<file path="src/rtl/vga_pkg.sv">
// Shared raster timing constants and the pixel coordinate type
// for the VGA timing generator and its pipeline helpers.
package vga_pkg;

    localparam int COORD_W = 10;

    typedef logic [COORD_W-1:0] coord_t;

    localparam int DEF_H_VISIBLE  = 640;
    localparam int DEF_H_FRONT    = 16;
    localparam int DEF_H_SYNC     = 96;
    localparam int DEF_H_BACK     = 48;
    localparam int DEF_V_VISIBLE  = 480;
    localparam int DEF_V_FRONT    = 10;
    localparam int DEF_V_SYNC     = 2;
    localparam int DEF_V_BACK     = 33;
    localparam int DEF_CLK_DIV    = 2;
    localparam int DEF_PIPE_DELAY = 2;

    localparam int DEF_H_TOTAL =
        DEF_H_VISIBLE + DEF_H_FRONT + DEF_H_SYNC + DEF_H_BACK;
    localparam int DEF_V_TOTAL =
        DEF_V_VISIBLE + DEF_V_FRONT + DEF_V_SYNC + DEF_V_BACK;

    function automatic logic in_window(
        input coord_t v,
        input coord_t lo,
        input coord_t hi
    );
        return (v >= lo) && (v < hi);
    endfunction

endpackage

</file>
<file path="src/rtl/vga_timing_gen_sync_delay.sv">
// Resettable-to-one shift register that lines sync up with the
// colour pipeline; depth zero is a straight wire.
module vga_sync_delay #(
    parameter int WIDTH = 2,
    parameter int DEPTH = 2
) (
    input  logic             Clk,
    input  logic             Reset,
    input  logic             i_en,
    input  logic [WIDTH-1:0] i_d,
    output logic [WIDTH-1:0] o_q
);

    if (DEPTH == 0) begin : g_pass
        assign o_q = i_d;
    end else begin : g_pipe
        logic [WIDTH-1:0] r_q [DEPTH];

        always_ff @(posedge Clk or posedge Reset) begin
            if (Reset) begin
                for (int i = 0; i < DEPTH; i++) begin
                    r_q[i] <= '1;
                end
            end else if (i_en) begin
                r_q[0] <= i_d;
                for (int i = 1; i < DEPTH; i++) begin
                    r_q[i] <= r_q[i-1];
                end
            end
        end

        assign o_q = r_q[DEPTH-1];
    end

endmodule

</file>
<file path="src/rtl/vga_timing_gen.sv">
// Raster timing generator: pixel strobe, square pixel clock,
// DrawX/DrawY/blank and pipeline-aligned active-low hs/vs.
module vga_timing_gen
    import vga_pkg::*;
#(
    parameter int H_VISIBLE  = DEF_H_VISIBLE,
    parameter int H_FRONT    = DEF_H_FRONT,
    parameter int H_SYNC     = DEF_H_SYNC,
    parameter int H_BACK     = DEF_H_BACK,
    parameter int V_VISIBLE  = DEF_V_VISIBLE,
    parameter int V_FRONT    = DEF_V_FRONT,
    parameter int V_SYNC     = DEF_V_SYNC,
    parameter int V_BACK     = DEF_V_BACK,
    parameter int CLK_DIV    = DEF_CLK_DIV,
    parameter int PIPE_DELAY = DEF_PIPE_DELAY
) (
    input  logic   Clk,
    input  logic   Reset,
    output logic   pixel_en,
    output logic   vga_clk,
    output coord_t DrawX,
    output coord_t DrawY,
    output logic   blank,
    output logic   hs,
    output logic   vs,
    output logic   sync,
    output logic   line_start,
    output logic   frame_start
);

    localparam int H_TOTAL = H_VISIBLE + H_FRONT + H_SYNC + H_BACK;
    localparam int V_TOTAL = V_VISIBLE + V_FRONT + V_SYNC + V_BACK;
    localparam int DIV_W   = (CLK_DIV > 2) ? $clog2(CLK_DIV) : 1;

    localparam logic [DIV_W-1:0] DIV_LAST = DIV_W'(CLK_DIV - 1);
    localparam logic [DIV_W-1:0] DIV_HALF = DIV_W'(CLK_DIV / 2);

    localparam coord_t H_LAST   = coord_t'(H_TOTAL - 1);
    localparam coord_t V_LAST   = coord_t'(V_TOTAL - 1);
    localparam coord_t H_VIS    = coord_t'(H_VISIBLE);
    localparam coord_t V_VIS    = coord_t'(V_VISIBLE);
    localparam coord_t H_SYN_LO = coord_t'(H_VISIBLE + H_FRONT);
    localparam coord_t H_SYN_HI = coord_t'(H_VISIBLE + H_FRONT + H_SYNC);
    localparam coord_t V_SYN_LO = coord_t'(V_VISIBLE + V_FRONT);
    localparam coord_t V_SYN_HI = coord_t'(V_VISIBLE + V_FRONT + V_SYNC);

    logic [DIV_W-1:0] r_div;
    coord_t           r_hc;
    coord_t           r_vc;
    logic             r_blank;
    logic             r_hs_raw;
    logic             r_vs_raw;
    logic             r_line_start;
    logic             r_frame_start;

    logic             w_pixel_en;
    logic             w_h_wrap;
    coord_t           w_hc_next;
    coord_t           w_vc_next;
    logic [1:0]       w_sync_q;

    always_ff @(posedge Clk or posedge Reset) begin
        if (Reset) begin
            r_div <= '0;
        end else if (r_div == DIV_LAST) begin
            r_div <= '0;
        end else begin
            r_div <= r_div + 1'b1;
        end
    end

    assign w_pixel_en = (r_div == DIV_LAST);
    assign w_h_wrap   = (r_hc == H_LAST);
    assign w_hc_next  = w_h_wrap ? '0 : r_hc + 1'b1;

    always_comb begin
        w_vc_next = r_vc;
        if (w_h_wrap) begin
            w_vc_next = (r_vc == V_LAST) ? '0 : r_vc + 1'b1;
        end
    end

    // Everything keyed to position is decoded from the next-state
    // counters so it lands on the same edge as DrawX/DrawY.
    always_ff @(posedge Clk or posedge Reset) begin
        if (Reset) begin
            r_hc          <= H_LAST;
            r_vc          <= V_LAST;
            r_blank       <= 1'b0;
            r_hs_raw      <= 1'b1;
            r_vs_raw      <= 1'b1;
            r_line_start  <= 1'b0;
            r_frame_start <= 1'b0;
        end else begin
            r_line_start  <= 1'b0;
            r_frame_start <= 1'b0;
            if (w_pixel_en) begin
                r_hc          <= w_hc_next;
                r_vc          <= w_vc_next;
                r_blank       <= (w_hc_next < H_VIS) && (w_vc_next < V_VIS);
                r_hs_raw      <= !in_window(w_hc_next, H_SYN_LO, H_SYN_HI);
                r_vs_raw      <= !in_window(w_vc_next, V_SYN_LO, V_SYN_HI);
                r_line_start  <= (w_hc_next == '0);
                r_frame_start <= (w_hc_next == '0) && (w_vc_next == '0);
            end
        end
    end

    vga_sync_delay #(
        .WIDTH (2),
        .DEPTH (PIPE_DELAY)
    ) u_sync_delay (
        .Clk   (Clk),
        .Reset (Reset),
        .i_en  (w_pixel_en),
        .i_d   ({r_hs_raw, r_vs_raw}),
        .o_q   (w_sync_q)
    );

    assign pixel_en    = w_pixel_en;
    assign vga_clk     = (r_div >= DIV_HALF);
    assign DrawX       = r_hc;
    assign DrawY       = r_vc;
    assign blank       = r_blank;
    assign hs          = w_sync_q[1];
    assign vs          = w_sync_q[0];
    assign sync        = 1'b0;
    assign line_start  = r_line_start;
    assign frame_start = r_frame_start;

endmodule

</file>
<file path="config.mk">
export PLATFORM = sky130hd
export DESIGN_NAME = vga_timing_gen
export DESIGN_NICKNAME = d
export VERILOG_FILES = /design/src/rtl/vga_pkg.sv /design/src/rtl/vga_timing_gen_sync_delay.sv /design/src/rtl/vga_timing_gen.sv
export SDC_FILE = /design/constraint.sdc
export NUM_CORES = 1
export LEC_CHECK = 0
export CAP_MARGIN = 20
export CORE_AREA = 5 5 80 74
export DETAILED_ROUTE_END_ITERATION = 8
export DIE_AREA = 0 0 85 79
export SETUP_SLACK_MARGIN = 0.15
export SLEW_MARGIN = 15
export SYNTH_ARGS = -nofsm -noshare
export SYNTH_HDL_FRONTEND = slang
export SYNTH_SLANG_ARGS = --single-unit
</file>
<file path="constraint.sdc">
create_clock -name Clk -period 2.3 [get_ports Clk]
set_clock_uncertainty 0.15 [all_clocks]
set_input_delay 0.46 -clock Clk [delete_from_list [all_inputs] [get_ports Clk]]
set_output_delay 0.46 -clock Clk [all_outputs]
set_load 0.02 [all_outputs]
</file>
# Word-level counts from Yosys, hierarchy flattened
# Index checks and enable logic that the tools add are counted.
[totals]
output_inout_bits = 28
input_bits = 2
register_bits = 30
word_cells = 36
[classes]
order_cmp = 7
reduce_logical = 8
n_mux = 6
add_sub_neg = 3
n_eq_ne = 2
[op_table]
columns = ["op", "n"]
rows = [
  ["two-way mux 10 bit", 3],
  ["adder 10 x 1 -> 10 bit (second input constant)", 2],
  ["equality test 10 bit (second input constant)", 2],
  ["logical NOT 10 bit", 2],
  ["less-than comparator 10 bit (second input constant)", 2],
  ["less-than comparator 10 x 9 -> 1 bit (second input constant)", 2],
  [">= comparator 10 bit (second input constant)", 1],
  [">= comparator 10 x 9 -> 1 bit (second input constant)", 1],
  ["logical AND 1 bit", 4],
  ["two-way mux 1 bit", 3],
  ["logical NOT 1 bit", 2],
  ["adder 1 bit (second input constant)", 1],
  [">= comparator 1 bit (second input constant)", 1],
]

# Longest topological paths before layout
# Gate-level depths: netlist (run 1).
[logic_depth]
ltp_word = 6
depth_mapped = 9
ltp_nobuf = 8

# Cells and area by module
# From an unflattened synthesis (run 1), not the netlist that was laid out.
[hier_totals]
hier_cells = 225
area_unflattened_um2 = 2047.0
[by_module_without_submodules]
columns = ["mod", "area_per_inst_um2", "seq_area_each_um2", "cells_per_inst", "n_inst"]
rows = [
  ["vga_timing_gen", 1878.1, 665.6, 214, 1],
  ["vga_sync_delay", 168.9, 105.1, 11, 1],
]

# Least setup slack after synthesis (run 1)
# OpenSTA, ideal clock, no wires.
[synth_timing]
path_kind = "reg-to-reg"
start = "register r_hc[0], in the netlist DrawX[0]"
end = "register r_frame_start, in the netlist frame_start"
path_slack_ns = -0.077
path_buffers = 1
required_time_ns = 2.030
stages_incl_launch_ff = 9
t_arrival_ns = 2.106
setup_ns = 0.120
period_less_slack_ns = 2.377
cell_sequence = "dfstp_2 > ha_1 > and4_1 > buf_4 > nand4_1 > o31a_1 > a31oi_1 > nor4_1 > and4_1"
[synth_between]
elab_chain_cells = 5
word_cells_on_any_way = 8
cone_classes = "add/sub: 1; eq/ne: 1; mux: 3; reduce/logical: 3"
[synth_lines]
columns = ["element", "line_no", "rtl"]
rows = [
  ["start: declaration", "vga_timing_gen.sv:48", "coord_t r_hc;"],
  ["start signal: assignment", "vga_timing_gen.sv:98", "r_hc <= w_hc_next;"],
  ["adder 10 x 1 -> 10 bit or equality test 10 bit (tied branches)", "vga_timing_gen.sv:74, vga_timing_gen.sv:73", ""],
  ["two-way mux 10 bit (on tied branches)", "vga_timing_gen.sv:74, vga_timing_gen.sv:78", ""],
  ["logical NOT 10 bit", "vga_timing_gen.sv:104", "r_frame_start <= (w_hc_next == '0) && (w_vc_next == '0);"],
  ["logical AND 1 bit *", "vga_timing_gen.sv:104", ""],
  ["two-way mux 1 bit *", "vga_timing_gen.sv:97", "if (w_pixel_en) begin"],
  ["end signal: assignment", "vga_timing_gen.sv:104", ""],
  ["end: declaration", "vga_timing_gen.sv:54", "logic r_frame_start;"],
]
# Every way passes the cells marked *; elsewhere a longest branch is shown, timed or not.
# A chain may end at the register's enable or synchronous reset.

# Final worst setup path (run 1)
[layout_timing]
start = "register r_hc[1], in the netlist DrawX[1]"
end = "register r_frame_start, in the netlist frame_start"
# Same word-level chain as after synthesis.

==> implementation parameters, run 1 <==
Parameter                              Value

Outcome
  Result of the run    complete, no violations

Timing
  Achievable frequency    ~0.44 GHz
  Slew at the pin closest to its max-slew limit    ~0.54 ns
  Unrepaired setup endpoints after global routing    yes
  Post-layout minimum cycle time    ~2.3 ns
  Worst relative slew slack    between 60% and 70%
  Hold Fails Final Rpt    0
  Setup Viol. Count Final    0
  Final worst-path cycle share    between 90% and 100%
  Final number of max-transition violations    0

Detailed routing
  Detailed router's first-iteration violation count    around 140
  Number of design rule violations left after detail routing    0
  Count of nets left with antenna violations after detail routing    0
  Count of TritonRoute iterations in the first routing pass    4
  Detail-routed via count per cell    just over 5
  Count of vias placed by the detailed router    1704
  Detailed Route WL    around 5 mm
  Wire length per cell    between 10 and 15 um

Min path
  Hold path startpoint    blank$_DFFE_PP0P_
  Hold Path Stages    2
  Path type of the worst min-delay path    register to register

Critical path
  R2R Setup Slk    0.03 ns
  Critical path launch point type    register
  Max FO, Critical Path    4
  Worst setup path start    DrawX[1]$_DFFE_PP1P_
  Critical path capture point    frame_start$_DFF_PP0_
  Endpoint of the worst register-to-register path    frame_start$_DFF_PP0_
  Launch instance of the worst register-to-register path    DrawX[1]$_DFFE_PP1P_
  Cell depth of the worst flop-to-flop path    9
  Required time of the critical path    about 2.4 ns
  Type of destination of the critical path    register
  Worst endpoint data arrival time    roughly 2.3 ns
  Critical path type    register to register

Clock network
  Clock tree from TritonCTS    done
  H-tree levels    2
  Clk_lat worst skew    about 0.29 ns
  Num CTS Buffers    5
  Clock-pin slew reported for the worst setup and hold paths after clock tree synthesis    0.07 ns
  Post-cts hold buffer count    0
  Clock Sinks    30
  Maximum clock insertion buffer count    2
  Cell at the root of the clock tree    clkbuf_8

Global route
  Total global routing overflow    0
  Via count of the first global-routing pass    roughly 1600
  Initial antenna violation count    0
  Pin count of the biggest net entering global routing    31
  Wire length of the first global-routing pass    7.96 mm
  Total routing resource utilization after global routing    between 10% and 20%

Logic synthesis
  Number of library cell types mapped by synthesis    55
  Number of warnings printed during yosys synthesis    0
  Sequential-to-total area share from yosys stat    40.1%
  Synthesized net count    212
  Primary FF master, synth    dfstp_2
  Cell area after synthesis    between 1500 and 2000 um2
  Avg Cell Area, Syn    approximately 9.3 um2
  Cell with the most instances after synthesis    nand2_1
  Share of the synthesized area in the top cell type    between 20% and 30%
  Cell types with the highest counts after synthesis    19 x nand2_1, 16 x dfstp_2, 16 x nor2_1
  Fraction of synthesis flops using an asynchronous set or reset pin    100%
  Top cells by area, synth    dfstp_2 22%, dfrtp_1 18%, xnor2_1 5.0%
  Number of flops mapped to enable cells by yosys    0
  Count of mapped cells out of synthesis    slightly above 200
  Synthesis-stage register bit count    30
  Synth area leader    dfstp_2

Layout
  Number of nets in the final layout    about 270
  Number of inserted diodes    0
  Area of all placed cells without fillers    2700 um2
  Share of cells above drive strength 1    ~36%
  Relative area change from synthesis to final layout    40.5%

Power
  Pwr per Cell Area    between 300 and 400 nW/um2
  Static leakage    between 1 and 1.5 nW
  Power after layout    0.00106 W
  Largest voltage drop on the vdd net    ~280 uV

Floorplan
  Width of the chip    roughly 85 um
  Ports placed on the boundary    30
  Area of the die    about 6700 um2
  Initial core utilization    between 30% and 40%
  Vertical die dimension    approximately 80 um
  Std cell rows    25
  Core Region    slightly above 5000 um2

Placement
  HPWL after detailed placement    about 3.5 mm
  Placed Area    between 2000 and 2500 um2
  Final Wtd Congestion    roughly 0.87
  Number of buffers added on ports    28

Flow run
  Reported max-cap violation count    0
[power by group]
group	switching [W]	total [W]	internal, W
sequential	0	0.000529	0.000529
clock	0.000235	0.000514	0.000279
combinational	0.0000116	0.0000143	0.00000272
[how the worst min path moves through the flow]
stage	to	slack, ns
after floorplan	r_vs_raw$_DFFE_PP1P_	0.31
after global routing	blank$_DFFE_PP0P_	0.38
after global placement	blank$_DFFE_PP0P_	0.33
after CTS	blank$_DFFE_PP0P_	0.35
after detailed placement	r_vs_raw$_DFFE_PP1P_	0.34
final	blank$_DFFE_PP0P_	0.35
[registers in the layout, indices dropped and copies added, names as in the netlist]
register	flops
blank	1
DrawY	10
u_sync_delay.g_pipe.r_q	2
DrawX	10
u_sync_delay.o_q	2
frame_start	1
r_hs_raw	1
r_vs_raw	1
line_start	1
pixel_en	1
[stage by stage]
stage / worst slack (ns) / util (%) / instances / TNS, ns / hold slack [ns]
after global placement: 0.0270 / 48.4 / 316 / 0 / 0.333
final: 0.0310 / 53.4 / 331 / 0 / 0.354
after floorplan: 0.0170 / - / 206 / 0 / 0.315
after CTS: 0.0216 / 51.3 / 326 / 0 / 0.353
after detailed placement: -0.00388 / 48.4 / 316 / -0.00388 / 0.335
after global routing: -0.0586 / 53.4 / 331 / -0.0597 / 0.380
[layout by cell type, fill, tap and decap left out, types with 2 or more instances in the layout]
master	count
buf_4	38
clkdlybuf4s50_1	19
nand2_1	18
dfstp_2	16
dfrtp_1	14
nor2_1	14
nand3_1	11
xnor2_1	11
o21ai_0	8
mux2_2	7
and3_1	6
inv_1	6
dlygate4sd2_1	6
nand4_1	5
xor2_1	5
clkbuf_8	5
nor3_1	4
a21oi_1	4
a21o_1	3
o21ai_1	3
a31oi_1	3
ha_1	3
dlymetal6s2s_1	3
and4_4	2
nor3_2	2
and4_1	2
nor2_2	2
o31a_1	2
nand2b_1	2
a211oi_2	2
a21oi_2	2
clkinvlp_4	2
buf_6	2
[layout make-up]
class	instances	area [um2]
clock buffer	6	93.8
clock inverter	2	15.0
fill	476	2360
inverter	6	22.5
multi-input combinational	152	1130
sequential	30	771
tap	67	83.8
timing repair buffer	68	588
[logic make-up after synthesis]
family / share of synthesized area (%)
muxes: 4.10
DFF: 40.1
other: 0.195
AOI/OAI and AO/OA: 14.4
and+or+nand+nor: 24.4
buffers and inverters: 6.96
adders and majority gates: 2.60
xor gates and xnor gates: 7.28
[worst max-delay path, stage by stage (launching register included)]
cell and delay (ns):
dfstp_2 0.56, ha_4 0.14, and4_4 0.21, nand4_1 0.14, buf_4 0.19, buf_6 0.12
o21ai_4 0.08, nand3b_4 0.10, nor4_4 0.29, and4_1 0.23
[layer usage]
layer | wire length (um) | track usage [%] | vias up
met2 | 2350 | 22.4 | 48
met4 | 35 | 4.27 | 0
li1 | - | - | 847
met3 | 213 | 2.18 | 4
met5 | 0 | 0 | -
met1 | 2360 | 21.9 | 805
[repair_timing]
| item | CTS | global route |
|---|---|---|
| buffers inserted | 2 | 5 |
| hold endpoints to repair | 0 | 0 |
| pin swaps | 5 | 7 |
| endpoints found under the setup margin | 9 | 12 |
| gates resized for setup | 13 | 15 |
Note: power is estimated with default switching activity, not from simulation.
==> inputs of run 2 (changes only) <==
Settings changed: CTS_BUF_LIST set to sky130_fd_sc_hd__clkbuf_2, CTS_CLUSTER_DIAMETER set to 200.
==> run 2 against run 1 <==
Effect of this change:
- sequential cell count stayed put
- register-to-register slack got worse by 0.02 ns
- critical path depth fell by 1
- utilization is 0.17 points lower
- design area fell by 0.32%
- hold slack got worse by 0.11 ns
- sequential power hardly changed
==> implementation parameters, run 2 (synthesis results as in run 1) <==
Parameter                              Value

Floorplan
  Initial core utilization    a little under two fifths
  Area of the die    6720 um2
  Width of the chip    roughly 85 um
  Core Region    5070 um2
  Vertical die dimension    ~79 um
  Ports placed on the boundary    30
  Std cell rows    25

Layout
  Share of cells above drive strength 1    approximately two fifths
  Number of inserted diodes    0
  Commonest cells after routing, fill and taps aside    36 x buf_4, 21 x dlygate4sd2_1, 18 x nand2_1
  Number of standard cells in the layout, taps in and fillers out    around 330
  Most common cell after layout, fill and taps aside    buf_4
  Relative area change from synthesis to final layout    40.1%
  Filler cell count    roughly 480
  Number of nets in the final layout    about 270
  Post-route core utilization    between 50 and 60%

Timing
  Final number of max-transition violations    0
  Hold Fails Final Rpt    0
  Worst relative slew slack    between 60 and 70%
  Min Hold Slack    roughly 0.24 ns
  Setup TNS after final layout    0 ns
  Final worst-path cycle share    roughly 100%
  Achievable frequency    around 0.44 GHz
  Post-layout minimum cycle time    ~2.3 ns
  Setup Viol. Count Final    0
  Slew at the pin closest to its max-slew limit    between 0.5 and 0.6 ns
  Unrepaired setup endpoints after global routing    yes

Flow run
  Reported max-cap violation count    0

Global route
  Total global routing overflow    0
  Initial antenna violation count    0
  Via count of the first global-routing pass    1577
  Pin count of the biggest net entering global routing    31
  Total routing resource utilization after global routing    approximately 15%
  Wire length of the first global-routing pass    between 7 and 8 mm

Critical path
  Worst endpoint data arrival time    2.46 ns
  Max FO, Critical Path    7
  CP most frequent cell    and4_4
  Family of cells with the greatest summed delay on the critical path    simple AND/OR/NAND/NOR gates
  Critical path launch point type    register
  Bufs and invs on worst path    1
  Type of destination of the critical path    register
  R2R Setup Slk    ~0.012 ns
  Cell depth of the worst flop-to-flop path    8
  Launch instance of the worst register-to-register path    DrawX[0]$_DFFE_PP1P_
  Standard cell with the maximum stage delay on the critical path    dfstp_2
  Endpoint of the worst register-to-register path    frame_start$_DFF_PP0_
  Longest individual stage delay on the worst path    0.60 ns
  Chain of cells forming the critical path    ha_4, and4_4, buf_4, and4_4, nor2_4, nand3b_4, nor4_4, and4_1
  Required time of the critical path    between 2 and 2.5 ns
  Critical path type    register to register

Placement
  Placed Instances    around 320
  Number of buffers added on ports    28
  Final Wtd Congestion    0.872
  HPWL after detailed placement    about 3.5 mm

Power
  Largest voltage drop on the vdd net    327 uV
  Static leakage    approximately 1.1 nW
  Pwr per Cell Area    351 nW/um2

Clock network
  Clock tree from TritonCTS    done
  Clock-pin slew reported for the worst setup and hold paths after clock tree synthesis    0.21 ns
  H-tree levels    2
  Post-cts hold buffer count    0
  Num CTS Buffers    5
  Clk_lat worst skew    approximately 0.4 ns
  Cell at the root of the clock tree    clkbuf_2
  Clock Sinks    30
  Maximum clock insertion buffer count    2

Detailed routing
  Detailed Route WL    4.90 mm
  Detailed router's first-iteration violation count    between 100 and 150
  Count of TritonRoute iterations in the first routing pass    4
  Count of vias placed by the detailed router    1716
  Count of nets left with antenna violations after detail routing    0
  Number of design rule violations left after detail routing    0
  Detail-routed via count per cell    5.18
  Wire length per cell    14.8 um

Outcome
  Result of the run    complete, no violations

Min path
  Path type of the worst min-delay path    primary input to async pin
[run 2: cell count changes in the layout (fill, tap and decap cells not counted), sizes merged]
| cell | before | now |
|---|---|---|
| dlymetal6s2s | 3 | 0 |
| clkdlybuf4s15 | 0 | 2 |
| clkdlybuf4s50 | 19 | 5 |
| dlygate4sd2 | 6 | 21 |
| bufinv | 0 | 1 |
| clkbuf | 6 | 5 |
[run 2: layout make-up]
| class | instances | area (um2) | area share [%] |
|---|---|---|---|
| clock buffer | 5 | 25.0 | 0.929 |
| clock inverter | 3 | 45.0 | 1.67 |
| inverter | 6 | 22.5 | 0.836 |
| multi-input combinational | 152 | 1180 | 43.6 |
| sequential | 30 | 773 | 28.7 |
| tap | 67 | 83.8 | 3.11 |
| timing repair buffer | 68 | 569 | 21.1 |
[run 2: layer usage]
metal  GRT usage (%)  vias up  part of all wire (%)
li1                -      853                     -
met1            21.8      803                    48
met2            21.7       53                    46
met3            2.18        7                   4.5
met4            5.70        0                   1.3
met5               0        -                     0
[run 2: what timing repair did]
item                                    4_1_cts  5_1_grt
endpoints found under the setup margin       27       14
resized for setup                            33       29
setup buffers                                 3        4
cloned                                        0        0
pin swaps                                     7       13
[run 2: metrics by stage]
stage	instance area (um2)	worst slack, ns	total power (W)
2_1_floorplan	1960	0.0170	0.000548
3_3_place_gp	2450	0.0270	0.000553
3_5_place_dp	2450	-0.00388	0.000553
4_1_cts	2550	-0.0504	0.000958
5_1_grt	2700	-0.0761	0.000977
6_report	2700	0.0118	0.000947
[run 2: worst max path at each step]
| stage | startpoint | to | depth (start not counted) |
|---|---|---|---|
| finish | DrawX[0]$_DFFE_PP1P_ | frame_start$_DFF_PP0_ | 8 |
| global route | DrawX[0]$_DFFE_PP1P_ | frame_start$_DFF_PP0_ | 8 |
| CTS | DrawX[0]$_DFFE_PP1P_ | frame_start$_DFF_PP0_ | 7 |
| detailed placement | DrawX[1]$_DFFE_PP1P_ | frame_start$_DFF_PP0_ | 7 |
| global placement | DrawX[1]$_DFFE_PP1P_ | frame_start$_DFF_PP0_ | 7 |
| floorplan | DrawX[0]$_DFFE_PP1P_ | frame_start$_DFF_PP0_ | 9 |
[run 2: worst register-to-register path, cell delays in order (launching register included)]
cell      delay (ns)
dfstp_2         0.60
ha_4            0.14
and4_4          0.20
buf_4           0.11
and4_4          0.31
nor2_4          0.05
nand3b_4        0.16
nor4_4          0.29
and4_1          0.22
[run 2: report_power, final]
| part | switching (W) | leakage (nW) | internal (W) | total [W] |
|---|---|---|---|---|
| Combinational | 0.0000116 | 0.747 | 0.00000272 | 0.0000143 |
| Clock | 0.000220 | 0.0352 | 0.000183 | 0.000403 |
| Sequential | 0 | 0.351 | 0.000530 | 0.000530 |
==> inputs of run 3 (changes only) <==
Settings changed: SKIP_LAST_GASP set to 1.
==> run 3 against run 2 <==
Effect of this change:
- via count is 0.12% higher
- critical endpoint unchanged
- sequential share of layout area is 0.080 points higher
- register-to-register slack better by 0.02 ns
- sequential power hardly changed
- first-iteration DRC count is 13% higher
- hold slack worse by 0.0099 ns
- global-route usage hardly changed
- critical path depth is 1 lower
- die area stayed put
- setup slack better by 0.020 ns
- clock power hardly changed
==> implementation parameters, run 3 (synthesis results as in run 1) <==
Parameter                              Value

Outcome
  Result of the run    complete, no violations

Detailed routing
  Detailed router's first-iteration violation count    approximately 120
  Wire length per cell    ~15 um
  Count of vias placed by the detailed router    1718
  Number of design rule violations left after detail routing    0
  Count of TritonRoute iterations in the first routing pass    4
  Detailed Route WL    about 4.9 mm
  Count of nets left with antenna violations after detail routing    0
  Detail-routed via count per cell    5.19

Layout
  Commonest cells after routing, fill and taps aside    39 x buf_4, 21 x dlygate4sd2_1, 18 x nand2_1
  Most common cell after layout, fill and taps aside    buf_4
  Number of nets in the final layout    269
  Number of inserted diodes    0
  Share of cells above drive strength 1    between 30% and 40%
  Relative area change from synthesis to final layout    39.7%

Global route
  Total routing resource utilization after global routing    between 10% and 20%
  Initial antenna violation count    0
  Pin count of the biggest net entering global routing    31
  Total global routing overflow    0
  Via count of the first global-routing pass    1575
  Wire length of the first global-routing pass    7.85 mm

Clock network
  Maximum clock insertion buffer count    2
  H-tree levels    2
  Num CTS Buffers    5
  Cell at the root of the clock tree    clkbuf_2
  Clk_lat worst skew    0.41 ns
  Clock Sinks    30
  Clock-pin slew reported for the worst setup and hold paths after clock tree synthesis    0.22 ns
  Clock tree from TritonCTS    done
  Post-cts hold buffer count    0

Critical path
  R2R Setup Slk    about 0.032 ns
  Critical path launch point type    register
  Standard cell with the maximum stage delay on the critical path    dfstp_2
  Longest individual stage delay on the worst path    0.60 ns
  Family of cells with the greatest summed delay on the critical path    simple AND/OR/NAND/NOR gates
  Required time of the critical path    about 2.5 ns
  Critical path type    register to register
  Worst endpoint data arrival time    between 2 and 2.5 ns
  Bufs and invs on worst path    0
  Chain of cells forming the critical path    ha_4, and4_4, nand4_1, or3_1, xnor2_1, nor4_2, and4_1
  Type of destination of the critical path    register
  Max FO, Critical Path    4

Power
  Pwr per Cell Area    ~350 nW/um2
  Static leakage    1.12 nW
  Share of total power in the clock network    ~43%
  Switching share of power    between 20% and 30%
  Largest voltage drop on the vdd net    325 uV
  Logic pwr share    1.5%
  Power share of the sequential group    a little under three fifths
  Design internal power    around 0.00072 W
  Power dissipated by switching net loads    between 0.0002 and 0.00025 W

Floorplan
  Initial core utilization    38.0%
  Vertical die dimension    between 70 and 80 um
  Ports placed on the boundary    30
  Std cell rows    25
  Core Region    5070 um2
  Width of the chip    85 um
  Area of the die    ~6700 um2

Timing
  Hold Fails Final Rpt    0
  Final worst-path cycle share    a little over nine tenths
  Achievable frequency    0.441 GHz
  Setup TNS after final layout    0 ns
  Min Hold Slack    about 0.23 ns
  Unrepaired setup endpoints after global routing    yes
  Setup Viol. Count Final    0
  Final number of max-transition violations    0
  Post-layout minimum cycle time    2.27 ns

Placement
  HPWL after detailed placement    between 3 and 4 mm
  Final Wtd Congestion    just under 0.9
  Number of buffers added on ports    28

Flow run
  Reported max-cap violation count    0

Min path
  Path type of the worst min-delay path    primary input to async pin
==> run 3: cell counts in the layout (fill, tap and decap cells not counted) <==
No cell type changed its count.
==> run 3: worst paths after layout <==
| kind | start | to | depth (start not counted) |
|---|---|---|---|
| max | DrawX[0]$_DFFE_PP1P_ | frame_start$_DFF_PP0_ | 7 |
| min in group Clk | r_vs_raw$_DFFE_PP1P_ | r_vs_raw$_DFFE_PP1P_ | 2 |
| min reg2reg | r_vs_raw$_DFFE_PP1P_ | r_vs_raw$_DFFE_PP1P_ | 2 |
| min | Reset | DrawY[4]$_DFFE_PP0P_ | 3 |
| max in group asynchronous | Reset | DrawX[8]$_DFFE_PP1P_ | 3 |
| max reg2reg | DrawX[0]$_DFFE_PP1P_ | frame_start$_DFF_PP0_ | 7 |
==> run 3: final cells by class <==
| type | instances | area, um2 |
|---|---|---|
| clock buffers | 5 | 25.0 |
| repair buffers | 68 | 558 |
| multi-input cells | 152 | 1180 |
| fillers | 489 | 2380 |
| flip-flops and latches | 30 | 773 |
| inverters | 6 | 22.5 |
| well taps | 67 | 83.8 |
| clock inverters | 3 | 45.0 |
==> run 3: worst register-to-register path: cells and delay by family, from the launching register on <==
| kind | cells | cell delay, ns |
|---|---|---|
| xor gates and xnor gates | 1 | 0.15 |
| adders and majority gates | 1 | 0.14 |
| DFF | 1 | 0.60 |
| and+or+nand+nor | 5 | 1.16 |
==> run 3: what timing repair did <==
item,4_1_cts,5_1_grt
resized for setup,31,24
endpoints found under the setup margin,27,13
setup buffers,3,4
endpoints found under the hold margin,0,0
pin swaps,5,8
==> run 3: power groups by stage <==
stage,combinational [W],clock (W),sequential (W)
after floorplan,0.0000103,0,0.000538
after global placement,0.0000152,0,0.000538
after detailed placement,0.0000153,0,0.000538
after CTS,0.0000153,0.000413,0.000530
after global routing,0.0000177,0.000430,0.000530
final,0.0000143,0.000404,0.000530
==> run 3: layer usage <==
layer	vias to the layer above	global-route usage (%)	routed length, um
met4	0	5.70	65
met5	-	0	0
li1	853	-	-
met3	8	2.18	226
met2	53	21.7	2250
met1	804	21.7	2370
==> run 3: stage by stage <==
stage / util [%] / std cells / total power (W) / setup WS, ns / area (um2)
detailed placement: 48.4 / 316 / 0.000553 / -0.00388 / 2450
global route: 53.0 / 331 / 0.000977 / -0.0787 / 2690
CTS: 50.2 / 327 / 0.000958 / -0.0504 / 2540
global placement: 48.4 / 316 / 0.000553 / 0.0270 / 2450
floorplan: - / 206 / 0.000548 / 0.0170 / 1960
finish: 53.0 / 331 / 0.000948 / 0.0319 / 2690
